[src/rtl/rr_arb_mux_if.sv]
// ----------------------------------------------------------------------------
// rr_arb_mux_if : channel-side and output-side handshake bundle for rr_arb_mux
// Rev 1.0
// ----------------------------------------------------------------------------
`default_nettype none

interface rr_arb_mux_if #(
  parameter int WIDTH = 32,
  parameter int N     = 16,
  parameter int SELW  = $clog2(N)
);
  logic                 mode;
  logic [N*WIDTH-1:0]   in_data;
  logic [N-1:0]         in_valid;
  logic [N-1:0]         in_last;
  logic [N-1:0]         in_ready;
  logic [WIDTH-1:0]     out_data;
  logic [SELW-1:0]      out_sel;
  logic                 out_last;
  logic                 out_valid;
  logic                 out_ready;

  // Arbiter view
  modport slave (
    input  mode, in_data, in_valid, in_last, out_ready,
    output in_ready, out_data, out_sel, out_last, out_valid
  );

  // Producer/consumer view
  modport master (
    output mode, in_data, in_valid, in_last, out_ready,
    input  in_ready, out_data, out_sel, out_last, out_valid
  );
endinterface

`default_nettype wire

[src/rtl/rr_arb_mux.sv]
// ----------------------------------------------------------------------------
// rr_arb_mux : N:1 arbitrating mux (fixed priority / round-robin) with burst
//              grant lock and a registered output stage (1-cycle latency)
// Rev 1.0
// ----------------------------------------------------------------------------
`default_nettype none

module rr_arb_mux #(
  parameter int WIDTH = 32,
  parameter int N     = 16,
  parameter int SELW  = $clog2(N)
) (
  input  logic        clk,
  input  logic        rst_n,
  rr_arb_mux_if.slave bus_if
);

  typedef enum logic [0:0] {
    S_FREE   = 1'b0,
    S_LOCKED = 1'b1
  } lock_state_e;

  lock_state_e      state_q, state_d;
  logic [SELW-1:0]  lock_ch_q, lock_ch_d;
  logic [SELW-1:0]  ptr_q, ptr_d;
  logic [WIDTH-1:0] out_data_q, out_data_d;
  logic [SELW-1:0]  out_sel_q, out_sel_d;
  logic             out_last_q, out_last_d;
  logic             out_valid_q, out_valid_d;

  logic             w_load;
  logic             w_xfer;
  logic             w_fp_found;
  logic [SELW-1:0]  w_fp_idx;
  logic             w_rr_found;
  logic [SELW-1:0]  w_rr_idx;
  logic [SELW-1:0]  w_cand [N];
  logic             w_gvalid;
  logic [SELW-1:0]  w_grant;
  logic [WIDTH-1:0] w_gdata;
  logic             w_glast;
  logic [SELW-1:0]  w_ptr_inc;

  // out_ready feeds in_ready combinationally so the stage streams 1 beat/cycle
  assign w_load = !out_valid_q || bus_if.out_ready;

  always_comb begin
    w_fp_found = 1'b0;
    w_fp_idx   = '0;
    for (int i = N - 1; i >= 0; i--) begin
      if (bus_if.in_valid[i]) begin
        w_fp_found = 1'b1;
        w_fp_idx   = SELW'(i);
      end
    end
  end

  always_comb begin
    for (int k = 0; k < N; k++) begin
      if (int'(ptr_q) + k >= N) begin
        w_cand[k] = SELW'(int'(ptr_q) + k - N);
      end else begin
        w_cand[k] = SELW'(int'(ptr_q) + k);
      end
    end
  end

  // Scan candidates from the far end so the one closest to ptr wins
  always_comb begin
    w_rr_found = 1'b0;
    w_rr_idx   = '0;
    for (int k = N - 1; k >= 0; k--) begin
      if (bus_if.in_valid[w_cand[k]]) begin
        w_rr_found = 1'b1;
        w_rr_idx   = w_cand[k];
      end
    end
  end

  always_comb begin
    w_grant  = w_fp_idx;
    w_gvalid = w_fp_found;
    if (state_q == S_LOCKED) begin
      w_grant  = lock_ch_q;
      w_gvalid = bus_if.in_valid[lock_ch_q];
    end else if (bus_if.mode) begin
      w_grant  = w_rr_idx;
      w_gvalid = w_rr_found;
    end
  end

  assign w_xfer  = rst_n && w_load && w_gvalid;
  assign w_glast = bus_if.in_last[w_grant];

  always_comb begin
    w_gdata = '0;
    for (int i = 0; i < N; i++) begin
      if (w_grant == SELW'(i)) begin
        w_gdata = bus_if.in_data[i*WIDTH +: WIDTH];
      end
    end
  end

  always_comb begin
    bus_if.in_ready = '0;
    for (int i = 0; i < N; i++) begin
      bus_if.in_ready[i] = w_xfer && (w_grant == SELW'(i));
    end
  end

  assign w_ptr_inc = (w_grant == SELW'(N - 1)) ? '0 : w_grant + SELW'(1);

  always_comb begin
    state_d     = state_q;
    lock_ch_d   = lock_ch_q;
    ptr_d       = ptr_q;
    out_data_d  = out_data_q;
    out_sel_d   = out_sel_q;
    out_last_d  = out_last_q;
    out_valid_d = out_valid_q;

    if (w_xfer) begin
      out_data_d  = w_gdata;
      out_sel_d   = w_grant;
      out_last_d  = w_glast;
      out_valid_d = 1'b1;
      if (w_glast) begin
        ptr_d = w_ptr_inc;
      end else begin
        lock_ch_d = w_grant;
      end
    end else if (bus_if.out_ready) begin
      out_valid_d = 1'b0;
    end

    case (state_q)
      S_FREE:   if (w_xfer && !w_glast) state_d = S_LOCKED;
      S_LOCKED: if (w_xfer && w_glast)  state_d = S_FREE;
      default:  state_d = S_FREE;
    endcase
  end

  always_ff @(posedge clk or negedge rst_n) begin
    if (!rst_n) begin
      state_q     <= S_FREE;
      lock_ch_q   <= '0;
      ptr_q       <= '0;
      out_data_q  <= '0;
      out_sel_q   <= '0;
      out_last_q  <= 1'b0;
      out_valid_q <= 1'b0;
    end else begin
      state_q     <= state_d;
      lock_ch_q   <= lock_ch_d;
      ptr_q       <= ptr_d;
      out_data_q  <= out_data_d;
      out_sel_q   <= out_sel_d;
      out_last_q  <= out_last_d;
      out_valid_q <= out_valid_d;
    end
  end

  assign bus_if.out_data  = out_data_q;
  assign bus_if.out_sel   = out_sel_q;
  assign bus_if.out_last  = out_last_q;
  assign bus_if.out_valid = out_valid_q;

endmodule

`default_nettype wire

[src/flat_wrapper.sv]
// flat-port wrapper written by rule: the top's interface ports become plain ports
module rr_arb_mux_flat 
#(
  parameter int WIDTH = 32,
  parameter int N     = 16,
  parameter int SELW  = $clog2(N)
)
  (clk, rst_n, bus_if_mode, bus_if_in_data, bus_if_in_valid, bus_if_in_last, bus_if_out_ready, bus_if_in_ready, bus_if_out_data, bus_if_out_sel, bus_if_out_last, bus_if_out_valid);
  rr_arb_mux_if #(.WIDTH(WIDTH), .N(N), .SELW(SELW)) bus_if_i ();
  input  logic clk;
  input  logic rst_n;
  input wire logic [$bits(bus_if_i.mode)-1:0] bus_if_mode;
  input wire logic [$bits(bus_if_i.in_data)-1:0] bus_if_in_data;
  input wire logic [$bits(bus_if_i.in_valid)-1:0] bus_if_in_valid;
  input wire logic [$bits(bus_if_i.in_last)-1:0] bus_if_in_last;
  input wire logic [$bits(bus_if_i.out_ready)-1:0] bus_if_out_ready;
  output wire logic [$bits(bus_if_i.in_ready)-1:0] bus_if_in_ready;
  output wire logic [$bits(bus_if_i.out_data)-1:0] bus_if_out_data;
  output wire logic [$bits(bus_if_i.out_sel)-1:0] bus_if_out_sel;
  output wire logic [$bits(bus_if_i.out_last)-1:0] bus_if_out_last;
  output wire logic [$bits(bus_if_i.out_valid)-1:0] bus_if_out_valid;
  assign bus_if_i.mode = bus_if_mode;
  assign bus_if_i.in_data = bus_if_in_data;
  assign bus_if_i.in_valid = bus_if_in_valid;
  assign bus_if_i.in_last = bus_if_in_last;
  assign bus_if_i.out_ready = bus_if_out_ready;
  assign bus_if_in_ready = bus_if_i.in_ready;
  assign bus_if_out_data = bus_if_i.out_data;
  assign bus_if_out_sel = bus_if_i.out_sel;
  assign bus_if_out_last = bus_if_i.out_last;
  assign bus_if_out_valid = bus_if_i.out_valid;
  rr_arb_mux #(.WIDTH(WIDTH), .N(N), .SELW(SELW)) u_core (.clk(clk), .rst_n(rst_n), .bus_if(bus_if_i));
endmodule
[config.mk]
export PLATFORM = sky130hd
export DESIGN_NAME = rr_arb_mux_flat
export DESIGN_NICKNAME = d
export VERILOG_FILES = /design/src/rtl/rr_arb_mux_if.sv /design/src/rtl/rr_arb_mux.sv /design/src/flat_wrapper.sv
export SDC_FILE = /design/constraint.sdc
export NUM_CORES = 1
export LEC_CHECK = 0
export BUFFER_PORTS_ARGS = -buffer_cell sky130_fd_sc_hd__buf_2
export CORE_AREA = 2 2 233 235
export DETAILED_ROUTE_END_ITERATION = 12
export DIE_AREA = 0 0 235 237
export GPL_ROUTABILITY_DRIVEN = 0
export SLEW_MARGIN = 20
export SYNTH_ARGS = -nofsm -noshare
export SYNTH_HDL_FRONTEND = slang
export SYNTH_SLANG_ARGS = --single-unit
[constraint.sdc]
create_clock -name clk -period 9.7 [get_ports clk]
set_input_delay 0.97 -clock clk [delete_from_list [all_inputs] [get_ports clk]]
set_output_delay 0.97 -clock clk [all_outputs]
set_load 0.01 [all_outputs]
==> impl_metrics.py, run 1 <==
metrics = {
    "worst_setup_path": {
        "arrival_ns": 7.77,
        "cp-end-kind": "register",
        "crit_start": "u_core.ptr_q[1]",
        "critical_path_class": "reg -> reg",
        "rr_startpoint": "u_core.ptr_q[1]",
        "cp-start-kind": "register",
        "crit_required_ns": 9.93,
        "crit_fanout": 35,
    },
    "timing": {
        "slew_violations": 0,
        "setup_viol": 0,
        "rsz0062_at_grt": "false",
        "skew_ns": 0.008371,
        "tightest_slew_ns": 1.101,
        "maxSlewHeadroom": 0.2629,
        "tns_ns": 0,
        "hold_viol_final": 0,
        "max_freq_mhz": 132.7,
        "period_minus_slack_ns": 7.537,
        "fin_crit_sh": 0.7771,
    },
    "clock_tree": {
        "cts-buffers-inserted": 5,
        "htreeDepth": 2,
        "cts_root_buffer": "clkbuf_16",
        "clock_latency_ns": 0.31,
        "clock_sinks": 47,
        "postCtsSetupRepairBufs": 0,
        "cts_tree": "yes",
        "cts_resized": 0,
        "cts_hold_buf": 0,
        "path_clk_slew_ns": 0.08,
        "clk_path_buf_depth": 2,
    },
    "finish": {
        "drive_gt1_frac": 0.4185,
        "nNetsFinal": 2281,
        "fillers": 6004,
        "seqCellArea_um2": 1176,
        "syn_to_final_growth_pct": 41.60,
        "multi_input_area_um2": 7318,
    },
    "floorplanning": {
        "initial_core_util": 0.1696,
        "coreArea_um2": 53280,
        "die_x_um": 235,
        "die_h_um": 237,
        "rows": 85,
        "ios": 602,
        "die_area_um2": 55700,
    },
    "logic_synthesis": {
        "synth.area.top_cells": "dfrtp_1 13%, a211oi_1 8.6%, a22oi_1 8.2%",
        "seq_area_frac_synth": 0.1301,
        "async_reset_ff_frac": 1.000,
        "netlist_area_um2": 9037,
        "synth_most_common_cell": "nor2_1",
        "synth_seq_cells": 47,
        "synth-edff-count": 0,
        "synth_cells": 1234,
        "synth_cell_types": 82,
        "syn-mean-instance-area_um2": 7.324,
        "synth_ff_type": "dfrtp_1",
        "synthTopCellsByCount": "141 x nor2_1, 115 x a21oi_1, 103 x a211oi_1",
        "synth.top_cell.area_share": 0.1301,
        "syn_nets": 1793,
        "ys_warn_count": 0,
        "synth_top_cell_by_area": "dfrtp_1",
    },
    "global_route": {
        "grt_usage": 0.2003,
        "grt_max_degree": 167,
        "grt_first_pass_wirelength_um": 83370,
        "grt_pass1_vias": 12068,
        "grt.overflow.total": 0,
        "antenna_found_initial": 15,
        "grtUsageMet1": 0.2597,
        "use_met3": 0.03614,
        "grt-busiest-layer": "met2",
        "grtUsageMet2": 0.3360,
    },
    "status": {
        "run_status": "complete, no violations",
    },
    "route": {
        "final_antenna_net_count": 0,
        "drc": 0,
        "drt-pass1-iter-count": 6,
        "wl_um": 59290,
        "drt_iter0_markers": 1579,
        "wire_per_inst_um": 24.45,
        "drt-vias-per-instance": 5.374,
        "vias": 13032,
    },
    "run": {
        "maxCapViolCount": 0,
    },
    "place": {
        "place_hpwl_um": 46530,
        "portBuffers": 601,
    },
    "hold_path": {
        "holdCritStartpoint": "u_core.bus_if.out_sel[2]",
        "hp-class": "reg -> reg",
    },
}
-- state kept, by name, summed over array words and instances (netlist names), named ones only --
name,count
u_core.bus_if.out_data,32
u_core.bus_if.out_valid,1
u_core.lock_ch_q,4
u_core.bus_if.out_last,1
u_core.bus_if.out_sel,4
u_core.ptr_q,4
-- through the flow --
stage	hold WS [ns]	worst slack (ns)	util	instance area, um^2	std cells
after floorplan	0.4956	3.557	-	9037	1234
after global placement	0.4692	2.319	0.2370	12630	2411
after detailed placement	0.4625	2.311	0.2370	12630	2411
after CTS	0.4847	2.272	0.2399	12780	2419
after global routing	0.5106	1.764	0.2401	12790	2423
final	0.4839	2.163	0.2402	12800	2425
-- cells in the final DEF, fill, tap and decap left out, types with 11 or more instances in the layout --
cell      instances
inv_1            17
a31oi_1          36
o21ai_0          79
mux2_2           21
nand3_1          21
buf_4            21
nor3_1           42
o211ai_1         35
a211oi_1        103
a22oi_1          99
mux2i_1          34
buf_2           601
mux4_2           30
xnor2_1          11
o22ai_1          67
nor2_1          138
a21oi_1         114
a221oi_1         33
nand2_1          25
dfrtp_1          47
-- routing by layer --
metal,share of wire,up-vias,wire length (um)
met5,0.00073,-,43
li1,-,5938,-
met3,0.076,101,4511
met1,0.41,6202,24550
met4,0.030,6,1785
met2,0.48,785,28390
-- logic make-up (layout without fill, tap and decap cells) --
kind of cell,Yosys count,in the layout,share of synthesized area
buffers and inverters,163,652,0.07407
other,0,6,0
AOI/OAI and AO/OA,634,634,0.4764
and+or+nand+nor,268,268,0.1337
muxes,97,97,0.1560
xor gates and xnor gates,14,14,0.01440
adders and majority gates,11,11,0.01523
DFF,47,47,0.1301
-- cell type report --
type	instances	area share
multi-input cells	1024	0.5719
clock buffers	5	0.009777
inverters	21	0.006160
well taps	696	0.06805
diodes	6	0.001173
repair buffers	623	0.2489
flip-flops and latches	47	0.09190
clock inverters	3	0.002151
-- critical path, cell delays in order (launching register included) --
cell and delay, ns:
dfrtp_1 0.35, inv_1 0.19, ha_1 0.81, mux4_2 0.71, mux2i_1 0.36, mux2i_1 0.34
a211oi_1 0.31, a31oi_1 0.12, a211oi_1 0.25, o2111a_1 0.32, nor2_2 0.12, inv_2 0.17
ha_1 0.37, nor2b_4 0.73, buf_4 0.49, a22oi_1 0.14, nor2_1 0.22, a21oi_1 0.06
nor2_1 0.12, a21oi_1 0.07, a211oi_1 0.54, o211ai_1 0.33, a31oi_1 0.26
-- path summary, 6_finish.rpt --
check	cells after the start	end	slack, ns
setup reg to reg	22	u_core.bus_if.out_data[0]	2.16
max in group asynchronous	2	u_core.bus_if.out_sel[0]	8.35
hold reg to reg	1	u_core.bus_if.out_sel[2]	0.48
setup / recovery	22	u_core.bus_if.out_data[0]	2.16
hold / removal	1	u_core.bus_if.out_sel[2]	0.48
min in group asynchronous	2	u_core.bus_if.out_data[0]	0.77
Power of run 1 is not shown: default switching activity piles up to over one toggle a cycle in this logic, so the estimate is an artifact.
==> inputs of run 2 (changes only) <==
- CORE_AREA: 2 2 233 235 -> 2 2 231 233
- DIE_AREA: 0 0 235 237 -> 0 0 233 235
- clock period: 9.7 -> 6.4 ns (I/O delays scaled with it)
==> run 2 against run 1 <==
Net effect: routed wire length up 1.5%; worst hold slack got worse by 0.0070 ns; critical endpoint unchanged; sequential share of layout area decreased by 0.23 points; utilization is 1.1 points higher; sequential cell count did not move; critical path depth grew 2; via count grew 3.4%; clock skew increased by 0.0046 ns; non-clock buffer count increased by 25.
==> impl_metrics.py, run 2 (same netlist as run 1, synthesis figures left out) <==
metrics = {
    "global_route": {
        "grt_max_degree": 105,
        "grt.overflow.total": 0,
        "antenna_found_initial": 15,
        "grt_pass1_vias": 12776,
        "grt_usage": 0.2088,
        "grt_first_pass_wirelength_um": 85790,
    },
    "worst_setup_path": {
        "crit_fanout": 18,
        "max_stage_delay_ns": 0.59,
        "rrSetupSlack_ns": 0.27,
        "r2r-end": "u_core.bus_if.out_data[0]",
        "cp-start-kind": "register",
        "crit_chain": "inv_2 > ha_1 > buf_4 > mux4_2 > mux2i_2 > mux2i_1 > o2111a_1 > a31oi_1 > a211oi_1 > o2111a_1 > nor2_2 > inv_2 > ha_1 > nor2b_4 > buf_12 > buf_4 > a22oi_1 > nor2_1 > a21oi_1 > nor2_1 > a21oi_1 > a211oi_2 > o211ai_1 > a31oi_1",
        "slowest_stage": "o211ai_1",
        "arrival_ns": 6.29,
        "cp-end-kind": "register",
        "rr_startpoint": "u_core.ptr_q[0]",
        "critical_path_class": "reg -> reg",
        "crit_required_ns": 6.57,
        "worstRegToRegCells": 24,
    },
    "floorplanning": {
        "die_area_um2": 54760,
        "rows": 84,
        "die_h_um": 235,
        "initial_core_util": 0.1730,
        "coreArea_um2": 52240,
        "die_x_um": 233,
        "ios": 602,
    },
    "route": {
        "drc": 0,
        "drt-pass1-iter-count": 6,
        "wl_um": 60170,
        "final_antenna_net_count": 0,
        "drt-vias-per-instance": 5.507,
        "vias": 13481,
        "wire_per_inst_um": 24.58,
        "drt_iter0_markers": 1600,
    },
    "timing": {
        "fin_crit_sh": 0.9571,
        "setup_viol": 0,
        "period_minus_slack_ns": 6.125,
        "hold_viol_final": 0,
        "slew_violations": 0,
        "tns_ns": 0,
        "tightest_slew_ns": 0.8957,
        "skew_ns": 0.01299,
        "max_freq_mhz": 163.3,
        "rsz0062_at_grt": "false",
        "maxSlewHeadroom": 0.4016,
    },
    "hold_path": {
        "hp-class": "reg -> reg",
        "holdCritStartpoint": "u_core.bus_if.out_sel[2]",
        "whs_endpoint": "u_core.bus_if.out_sel[2]",
        "hold_depth": 1,
    },
    "finish": {
        "syn_to_final_growth_pct": 45.31,
        "final_cell_mix": "601 x buf_2, 138 x nor2_1, 113 x a21oi_1, 102 x a211oi_1, 99 x a22oi_1",
        "fillers": 5757,
        "final_common_cell": "buf_2",
        "drive_gt1_frac": 0.4296,
        "largest_reg_flops": 32,
        "nNetsFinal": 2306,
        "fin_util": 0.2514,
    },
    "clock_tree": {
        "clk_path_buf_depth": 2,
        "clock_latency_ns": 0.31,
        "cts_root_buffer": "clkbuf_16",
        "cts_hold_buf": 0,
        "htreeDepth": 2,
        "clock_sinks": 47,
        "cts_tree": "yes",
        "path_clk_slew_ns": 0.08,
        "cts-buffers-inserted": 5,
    },
    "place": {
        "portBuffers": 601,
        "place_hpwl_um": 48450,
    },
    "status": {
        "run_status": "complete, no violations",
    },
    "run": {
        "maxCapViolCount": 0,
    },
}
## run 2: cell types whose count changed in the layout (fill, tap and decap cells not counted), moves of 2 or more
cell	change
buf_12	+6
diode_2	+6
buf_4	+18
mux2i_2	+3
bufinv_16	+2
mux2i_1	-3
## run 2: timing repair
| item | 4_1_cts | 5_1_grt |
|---|---|---|
| endpoints found under the setup margin | 0 | 16 |
| gates resized for setup | 0 | 6 |
| buffers inserted | 0 | 3 |
## run 2: layout make-up
cell class                 count  area [um^2]  area share
antenna                       12        30.03    0.002287
clock buffer                   5        125.1    0.009527
clock inverter                 3        71.32    0.005431
inverter                      21        78.83    0.006002
multi-input combinational   1024         7338      0.5588
sequential                    47         1176     0.08956
tap                          688        860.8     0.06555
timing repair buffer         648         3452      0.2629
## run 2: worst max-delay path, delay by kind of cell, from the launching register on
| kind | cells | cell delay (ns) |
|---|---|---|
| buf+inv | 5 | 0.84 |
| compound gates | 10 | 2.40 |
| flops | 1 | 0.39 |
| fa+ha+maj | 2 | 0.84 |
| mux | 3 | 0.93 |
| simple gates | 4 | 0.55 |
## run 2: how the worst max path moves through the flow
stage                     from                   endpoint  depth (start not counted)
3_5_place_dp   u_core.ptr_q[0]  u_core.bus_if.out_data[0]                         22
2_1_floorplan  u_core.ptr_q[1]        bus_if_in_ready[11]                         22
5_1_grt        u_core.ptr_q[1]  u_core.bus_if.out_data[1]                         25
3_3_place_gp   u_core.ptr_q[0]  u_core.bus_if.out_data[0]                         22
4_1_cts        u_core.ptr_q[0]  u_core.bus_if.out_data[0]                         22
6_report       u_core.ptr_q[0]  u_core.bus_if.out_data[0]                         24
## run 2: stage by stage
stage               worst slack (ns)  cells  area [um^2]  hold slack (ns)
finish                        0.2746   2448        13130           0.4768
global route                 0.07338   2445        13130           0.4902
CTS                          0.03433   2433        13060           0.4836
detailed placement           0.05418   2425        12860           0.4640
global placement              0.2388   2425        12860           0.4575
floorplan                     0.5868   1234         9037           0.3444
## run 2: per-layer routing
| layer | GRT usage | share of wire | wire length [um] |
|---|---|---|---|
| met5 | 0 | 0.00022 | 13 |
| met4 | 0.06601 | 0.029 | 1763 |
| met3 | 0.02633 | 0.077 | 4658 |
| met2 | 0.3462 | 0.48 | 28790 |
| met1 | 0.2793 | 0.41 | 24940 |
Power of run 2 is left out for the same reason.
==> inputs of run 3 (changes only) <==
- PLACE_DENSITY: not set -> 0.38
==> run 3 against run 2 <==
Net effect: critical endpoint is now u_core.bus_if.out_data[15]; routed wire length increased by 9.5%; global-route usage increased by 2.3 points; setup slack improved by 0.12 ns.
==> impl_metrics.py, run 3 (same netlist as run 1, synthesis figures left out) <==
metrics = {
    "worst_setup_path": {
        "rrSetupSlack_ns": 0.39,
        "worstRegToRegCells": 20,
        "cp-end-kind": "register",
        "arrival_ns": 6.24,
        "max_stage_delay_ns": 0.54,
        "slowest_stage": "o41ai_4",
        "cp-start-kind": "register",
        "crit_required_ns": 6.63,
        "critical_path_class": "reg -> reg",
        "crit_fanout": 44,
        "crit_chain": "buf_4 > ha_1 > xor2_2 > mux2i_1 > mux2i_2 > a211o_1 > a2bb2oi_1 > o21a_1 > o41ai_4 > ha_1 > nor2b_4 > buf_6 > a22oi_1 > nor2_1 > a21oi_1 > nor2_1 > a21oi_1 > a211oi_1 > o211ai_1 > a31oi_1",
    },
    "floorplanning": {
        "die_area_um2": 54760,
        "coreArea_um2": 52240,
        "die_h_um": 235,
        "die_x_um": 233,
        "rows": 84,
        "initial_core_util": 0.1730,
        "ios": 602,
    },
    "global_route": {
        "grt_pass1_vias": 12623,
        "antenna_found_initial": 33,
        "grt_usage": 0.2315,
        "grt.overflow.total": 0,
        "grt_first_pass_wirelength_um": 92230,
        "grt_max_degree": 127,
    },
    "finish": {
        "fillers": 5887,
        "drive_gt1_frac": 0.4264,
        "multi_input_area_um2": 7295,
        "seqCellArea_um2": 1176,
        "final_common_cell": "buf_2",
        "syn_to_final_growth_pct": 44.16,
        "fin_util": 0.2494,
        "nNetsFinal": 2303,
        "final_cell_mix": "601 x buf_2, 138 x nor2_1, 114 x a21oi_1, 103 x a211oi_1, 99 x a22oi_1",
        "largest_reg_flops": 32,
    },
    "timing": {
        "rsz0062_at_grt": "false",
        "skew_ns": 0.007580,
        "fin_crit_sh": 0.9384,
        "period_minus_slack_ns": 6.006,
        "max_freq_mhz": 166.5,
        "maxSlewHeadroom": 0.3931,
        "tns_ns": 0,
        "tightest_slew_ns": 0.9038,
        "slew_violations": 0,
        "hold_viol_final": 0,
        "setup_viol": 0,
    },
    "route": {
        "drt-vias-per-instance": 5.356,
        "final_antenna_net_count": 0,
        "wire_per_inst_um": 26.99,
        "wl_um": 65860,
        "drt-pass1-iter-count": 6,
        "drc": 0,
        "drt_iter0_markers": 1081,
        "vias": 13068,
    },
    "clock_tree": {
        "path_clk_slew_ns": 0.08,
        "htreeDepth": 2,
        "cts_root_buffer": "clkbuf_16",
        "clk_path_buf_depth": 2,
        "clock_sinks": 47,
        "cts-buffers-inserted": 5,
        "cts_tree": "yes",
        "postCtsSetupRepairBufs": 0,
        "clock_latency_ns": 0.32,
    },
    "run": {
        "maxCapViolCount": 0,
    },
    "status": {
        "run_status": "complete, no violations",
    },
    "place": {
        "place_hpwl_um": 54170,
        "portBuffers": 601,
    },
    "hold_path": {
        "hp-class": "in -> async",
    },
}
[run 3: changes by cell type in the layout (fill, tap and decap cells not counted), moves of 2 or more]
cell	delta
buf_4	-3
diode_2	-5
mux2i_1	+2
mux2i_2	-2
[run 3: repair_timing]
item,CTS,global route
hold buffers,0,0
gates resized for setup,0,3
endpoints found under the setup margin,0,12
[run 3: worst paths after layout]
kind,start,endpoint
worst max-delay path,u_core.ptr_q[0],u_core.bus_if.out_data[15]
worst min-delay path,rst_n,u_core.bus_if.out_data[15]
worst max register to register,u_core.ptr_q[0],u_core.bus_if.out_data[15]
worst min register to register,u_core.bus_if.out_sel[2],u_core.bus_if.out_sel[2]
max in group asynchronous,rst_n,u_core.bus_if.out_data[21]
min in group clk,u_core.bus_if.out_sel[2],u_core.bus_if.out_sel[2]
[run 3: final cells by class]
cell class	instances	area share
sequential	47	0.09027
clock buffer	5	0.009603
tap	688	0.06607
multi-input combinational	1024	0.5599
timing repair buffer	645	0.2632
inverter	21	0.006050
clock inverter	3	0.003553
antenna	7	0.001344
[run 3: routing by layer]
metal / global-route usage / vias to the layer above / routed length [um]
met5: 0 / - / 123
met3: 0.03859 / 78 / 3985
met2: 0.3851 / 542 / 31540
met4: 0.04439 / 20 / 1153
li1: - / 5986 / -
met1: 0.3140 / 6442 / 29060
[run 3: stage by stage]
| step | worst slack (ns) | cell area (um^2) | hold slack (ns) | cells |
|---|---|---|---|---|
| after floorplan | 0.5868 | 9037 | 0.3444 | 1234 |
| after CTS | 0.2133 | 12980 | 0.4918 | 2432 |
| after global placement | 0.2398 | 12810 | 0.4625 | 2424 |
| final | 0.3942 | 13030 | 0.4779 | 2440 |
| after global routing | 0.07769 | 13020 | 0.5153 | 2436 |
| after detailed placement | 0.2487 | 12810 | 0.4737 | 2424 |
[run 3: critical path, delay by kind of cell (launching register included)]
| family | cells | cell delay, ns |
|---|---|---|
| compound gates | 10 | 2.39 |
| simple gates | 3 | 0.48 |
| mux | 2 | 0.71 |
| buf+inv | 2 | 0.73 |
| flops | 1 | 0.36 |
| xor+xnor | 1 | 0.42 |
| fa+ha+maj | 2 | 0.76 |
Power of run 3 is left out for the same reason.
